===== config.mk =====
export PLATFORM = sky130hd
export DESIGN_NAME = tdm_demux3
export DESIGN_NICKNAME = d
export VERILOG_FILES = /design/src/rtl/tdm_demux3.sv
export SDC_FILE = /design/constraint.sdc
export NUM_CORES = 1
export LEC_CHECK = 0
export ABC_AREA = 1
export CORE_ASPECT_RATIO = 1.1
export CORE_MARGIN = 1.5
export CORE_UTILIZATION = 35
export DETAILED_ROUTE_END_ITERATION = 16
export GPL_ROUTABILITY_DRIVEN = 0
export GPL_TIMING_DRIVEN = 0
export PLACE_DENSITY = 0.7
export RECOVER_POWER = 25
export SYNTH_ARGS = -nofsm -noshare
export SYNTH_HDL_FRONTEND = slang
export SYNTH_SLANG_ARGS = --single-unit

===== constraint.sdc =====
create_clock -name clk -period 2.99 [get_ports clk]
set_input_delay 0.598 -clock clk [delete_from_list [all_inputs] [get_ports clk]]
set_output_delay 0.598 -clock clk [all_outputs]
set_load 0.05 [all_outputs]

===== src/rtl/tdm_demux3.sv =====
// ---------------------------------------------------------------------------
// tdm_demux3
// Three-channel time-division demultiplexer. A single serial word stream, in
// which a SYNC flag marks the channel-0 word, is split onto three registered
// per-channel outputs. A two-state lock FSM (HUNT/LOCK) plus a slot counter
// track frame alignment, and sync violations are reported with a pulse.
//
// Ports
//   clk         rising-edge clock
//   rst_n       asynchronous active-low reset
//   D           incoming multiplexed data word (WIDTH bits)
//   D_valid     D carries a valid word this cycle
//   SYNC        marks D as the channel-0 word (sampled only when D_valid=1)
//   Y0/Y1/Y2    registered per-channel data, held until that channel's next write
//   V0/V1/V2    one-cycle strobe, matching Yn updated this cycle
//   FRAME_DONE  one-cycle pulse when the channel-2 word of an aligned frame lands
//   SYNC_ERR    one-cycle pulse on a missing or early sync
//   LOCKED      high while the FSM is in LOCK
// ---------------------------------------------------------------------------
module tdm_demux3 #(
    parameter int WIDTH = 8
) (
    input  logic             clk,
    input  logic             rst_n,
    input  logic [WIDTH-1:0] D,
    input  logic             D_valid,
    input  logic             SYNC,
    output logic [WIDTH-1:0] Y0,
    output logic [WIDTH-1:0] Y1,
    output logic [WIDTH-1:0] Y2,
    output logic             V0,
    output logic             V1,
    output logic             V2,
    output logic             FRAME_DONE,
    output logic             SYNC_ERR,
    output logic             LOCKED
);

    typedef enum logic {
        HUNT = 1'b0,
        LOCK = 1'b1
    } state_t;

    state_t     r_state;
    state_t     w_nextState;
    logic [1:0] r_slot;
    logic [1:0] w_nextSlot;

    logic       w_wrY0;
    logic       w_wrY1;
    logic       w_wrY2;
    logic       w_frameDone;
    logic       w_syncErr;

    // State register: holds the lock state and the slot position within the
    // current frame. Reset drops back to hunting at slot 0.
    always_ff @(posedge clk or negedge rst_n) begin
        if (!rst_n) begin
            r_state <= HUNT;
            r_slot  <= 2'd0;
        end else begin
            r_state <= w_nextState;
            r_slot  <= w_nextSlot;
        end
    end

    // Next-state logic: idle cycles leave alignment untouched. In HUNT only a
    // SYNC word can start a frame. In LOCK a SYNC always restarts the frame at
    // slot 1 (early sync resyncs without leaving LOCK), while a non-SYNC word
    // arriving at slot 0 means the expected sync is missing, so alignment is
    // abandoned. Slot 3 is unreachable and is treated like a missing sync.
    always_comb begin
        w_nextState = r_state;
        w_nextSlot  = r_slot;
        if (D_valid) begin
            if (r_state == HUNT) begin
                if (SYNC) begin
                    w_nextState = LOCK;
                    w_nextSlot  = 2'd1;
                end
            end else if (SYNC) begin
                w_nextSlot = 2'd1;
            end else begin
                case (r_slot)
                    2'd1:    w_nextSlot = 2'd2;
                    2'd2:    w_nextSlot = 2'd0;
                    default: begin
                        w_nextState = HUNT;
                        w_nextSlot  = 2'd0;
                    end
                endcase
            end
        end
    end

    // Output decode: decides which channel (if any) the current word is
    // written to and which status pulses fire. These are registered below so
    // every output appears one cycle after its word is sampled.
    always_comb begin
        w_wrY0      = 1'b0;
        w_wrY1      = 1'b0;
        w_wrY2      = 1'b0;
        w_frameDone = 1'b0;
        w_syncErr   = 1'b0;
        if (D_valid) begin
            if (r_state == HUNT) begin
                w_wrY0 = SYNC;
            end else if (SYNC) begin
                w_wrY0    = 1'b1;
                w_syncErr = (r_slot != 2'd0);
            end else begin
                case (r_slot)
                    2'd1:    w_wrY1 = 1'b1;
                    2'd2: begin
                        w_wrY2      = 1'b1;
                        w_frameDone = 1'b1;
                    end
                    default: w_syncErr = 1'b1;
                endcase
            end
        end
    end

    // Output registers: data words are captured only on their channel's
    // write so each Yn holds its last value; strobes and pulses are simply
    // the registered decode and therefore last exactly one cycle.
    always_ff @(posedge clk or negedge rst_n) begin
        if (!rst_n) begin
            Y0         <= '0;
            Y1         <= '0;
            Y2         <= '0;
            V0         <= 1'b0;
            V1         <= 1'b0;
            V2         <= 1'b0;
            FRAME_DONE <= 1'b0;
            SYNC_ERR   <= 1'b0;
        end else begin
            if (w_wrY0) Y0 <= D;
            if (w_wrY1) Y1 <= D;
            if (w_wrY2) Y2 <= D;
            V0         <= w_wrY0;
            V1         <= w_wrY1;
            V2         <= w_wrY2;
            FRAME_DONE <= w_frameDone;
            SYNC_ERR   <= w_syncErr;
        end
    end

    // LOCKED comes straight from the state register, so it rises together
    // with the first V0 and falls together with a missing-sync SYNC_ERR.
    assign LOCKED = (r_state == LOCK);

endmodule


After elaboration in Yosys (flattened, before gate mapping)
Cells that the tools add are included.

word-level totals
  output and inout port bits = 30
  input port bits = 12
  register bits after elaboration = 31

operators by class
  mux-type cells = 22
  reductions and logical operators = 4
  equal/unequal tests = 2

operators with widths
  operator                                                          number
  1-bit two-way mux                                                 18
  2-bit two-way mux                                                 4
  2-bit nonzero test                                                2
  2-bit by 1-bit == test with 1-bit output (second input constant)  1
  2-bit == test (second input constant)                             1
  2-bit AND reduction                                               1
  2-bit OR reduction                                                1

Depth between registers and ports, before layout
  depth in word-level cells = 6
  mapped depth = 7
  mapped depth without buffers = 7

Worst setup path before layout
OpenSTA, ideal clock, no wires.

  kind = register to output
  start = register, netlist name FRAME_DONE
  end = output port V2
  data arrival time = 0.886 ns
  slack = 1.506 ns
  cell stages (with the launch flop) = 2
  cells stage by stage = dfrtp_1 > buf_4

RTL lines
  what              RTL line  source
  end: declaration  33        output logic V2,

==> impl_results.md <==
- Initial antenna violation count: 0
- GR Overflow Total: 0
- Final setup viols: 0
- Max Transition Viols Final: 32
- LEAKAGE: approximately 0.9 nW
- Die area: 0.00392 mm^2
- RSZ-0062 raised after global routing: false
- Post-synthesis sequential area ratio: 62.3%
- Tmin final: 2170 ps
- Synthesized flop and latch total: 31
- Post-synth cell types: 13
- H-tree depth: 2
- Yosys warning total: 0
- Kind of start point of the critical path: flop
- Final period util: just over 70%
- Initial DRT Pass Iterations: 4
- Clk Latency, worst-skew pair: 330 ps
- CTS-repair resized insts: 0
- CTS Hold Bufs: 0
- Setup_tns: 0 ps
- Maxcap violations: 1
- DRT antenna net count: 0
- Num Clock Sinks: 31
- Crit Path Max Fanout: 2
- Clk buf depth: 2
- Mapped cell area: about 0.0012 mm^2
- Die Y: between 60 and 70 um
- Clock Tree Root: clkbuf_4
- Power Dens Cells: 1020 mW/mm^2
- Clock-pin slew on the worst setup and hold paths: approximately 90 ps
- VDD IR-drop max: 416 uV
- Post-CTS Setup Inserts: 0
- Setup crit end kind: output port
- Cells after Synth: 133
- Vias per Instance: between 4 and 5
- Slew HR: -4.67%
- Req. time, crit path: 2390 ps
- Worst Skew: 6.02 ps
- Area Overhead vs Synth: 42.8%
- DRT Wirelength: between 2000 and 3000 um
- Largest net degree at the start of global routing: 32
- Layout Cells excl Fill: 230
- First-pass GRT wire length: 4630 um
- Rows: 22
- Place WS: 773 ps
- Post-route DRC: 0
- Syn nets: between 100 and 150
- Post-layout net count: 196
- Layout cell share with drive strength beyond 1: a little under a tenth
- Hold Fails Final Rpt: 0
- Placed cell count: 222
- Number of port buffers: 41
- Failing checks: capacitance limit, slew limit
- Worst hold slack: just under 500 ps
- Highest clock rate: about 460 MHz
- Core Area: 0.00336 mm^2
- # IOs: 42
- Final core utilization: 52.9%
- Crit Path Class: flop to output port
- Worst Path Arrival: approximately 1600 ps
- Antenna fix cells: 0
- Initial Utilization: 37.1%
- Syn Area/Cell: between 9 and 10 um^2
- Outcome: finished with violations
- Final setup margin: just over 800 ps
- Die width: 59.9 um
- Dpl hpwl: about 2100 um
- DR iter-0 viols: 12
- Least-Margin Pin Slew: 1570 ps
- Clock buffer count from CTS: 5
- Class of the worst hold path: flop to flop
- Wire per inst: approximately 12 um
- Vias in the first global route: between 1000 and 1500
- Via Count: ~1000
- Total GRT Usage: 16.4%
- CTS tree: yes
==> layer usage <==
layer  GRT usage (%)  up-vias  routed length [um]
li1                -      504                   -
met1            21.2      475                1280
met2            24.0       37                1320
met3            4.53        4                 164
met4            10.0        0                  60
met5               0        -                   0
==> cells in the mapped netlist <==
master | instances | area share [%]
nand2_2 | 4 | 2.0
ha_1 | 3 | 3.0
buf_2 | 1 | 0.40
clkinv_1 | 1 | 0.30
dfrtp_1 | 31 | 62
buf_4 | 2 | 1.2
nand3_1 | 17 | 6.8
inv_1 | 7 | 2.1
nor2_1 | 1 | 0.30
nand2_1 | 61 | 18
o21ai_0 | 2 | 0.80
inv_4 | 1 | 0.50
nor2_4 | 2 | 1.8
==> state kept, by name, indices dropped and copies added, names as in the netlist <==
signal,flops
FRAME_DONE,1
LOCKED,1
SYNC_ERR,1
V0,1
V1,1
Y0,8
Y1,8
Y2,8
r_slot,2
==> worst paths after layout <==
| path | startpoint | to | slack (ps) | cells after the start |
|---|---|---|---|---|
| min in group asynchronous | rst_n | SYNC_ERR$_DFF_PN0_ | 640 | 1 |
| min reg2reg | Y1[0]$_DFFE_PN0P_ | Y1[0]$_DFFE_PN0P_ | 480 | 2 |
| min | Y1[0]$_DFFE_PN0P_ | Y1[0]$_DFFE_PN0P_ | 480 | 2 |
| max reg2reg | r_slot[1]$_DFFE_PN0P_ | Y1[3]$_DFFE_PN0P_ | 1630 | 7 |
| max | FRAME_DONE$_DFF_PN0_ | V2 | 820 | 2 |
| max in group asynchronous | rst_n | Y2[6]$_DFFE_PN0P_ | 1440 | 1 |
==> cells by family (layout without fill, tap and decap cells) <==
| logic type | Yosys count | after routing | synth area share [%] |
|---|---|---|---|
| AO/OA/AOI/OAI | 2 | 2 | 0.804 |
| adder cells (fa/ha/maj) | 3 | 3 | 3.02 |
| buffers and inverters | 12 | 61 | 4.52 |
| flip-flops | 31 | 31 | 62.3 |
| AND/OR/NAND/NOR | 85 | 85 | 29.3 |
==> critical path, stage by stage, from the launching register on <==
cell and delay (ps):
dfrtp_1 350, buf_4 100, clkdlybuf4s50_1 790
==> report_power, final <==
| group | internal (mW) | switching, mW |
|---|---|---|
| clock network | 0.138 | 0.140 |
| registers | 0.549 | 0.0751 |
| logic | 0.284 | 0.628 |
==> layout make-up <==
class                      count  area, um^2
buffer                         3        20.0
clock buffer                   8        68.8
fill                         329        1580
inverter                       9        36.3
multi-input combinational     90         413
sequential                    31         776
tap                           48        60.1
timing repair buffer          41         404
==> placed cells by master (no fill, tap or decap), types with 3 or more instances in the layout <==
| master | n |
|---|---|
| nand2_2 | 4 |
| nand2_1 | 61 |
| clkdlybuf4s50_1 | 40 |
| ha_1 | 3 |
| dfrtp_1 | 31 |
| inv_1 | 7 |
| nand3_1 | 17 |
| clkbuf_4 | 5 |
==> metrics by stage <==
stage / power [mW] / instance area, um^2
global placement: 1.53 / 1720
detailed placement: 1.56 / 1720
floorplan: 1.22 / 1240
global route: 1.91 / 1780
finish: 1.82 / 1780
CTS: 1.83 / 1780
Power figures use the tool's default switching activity.
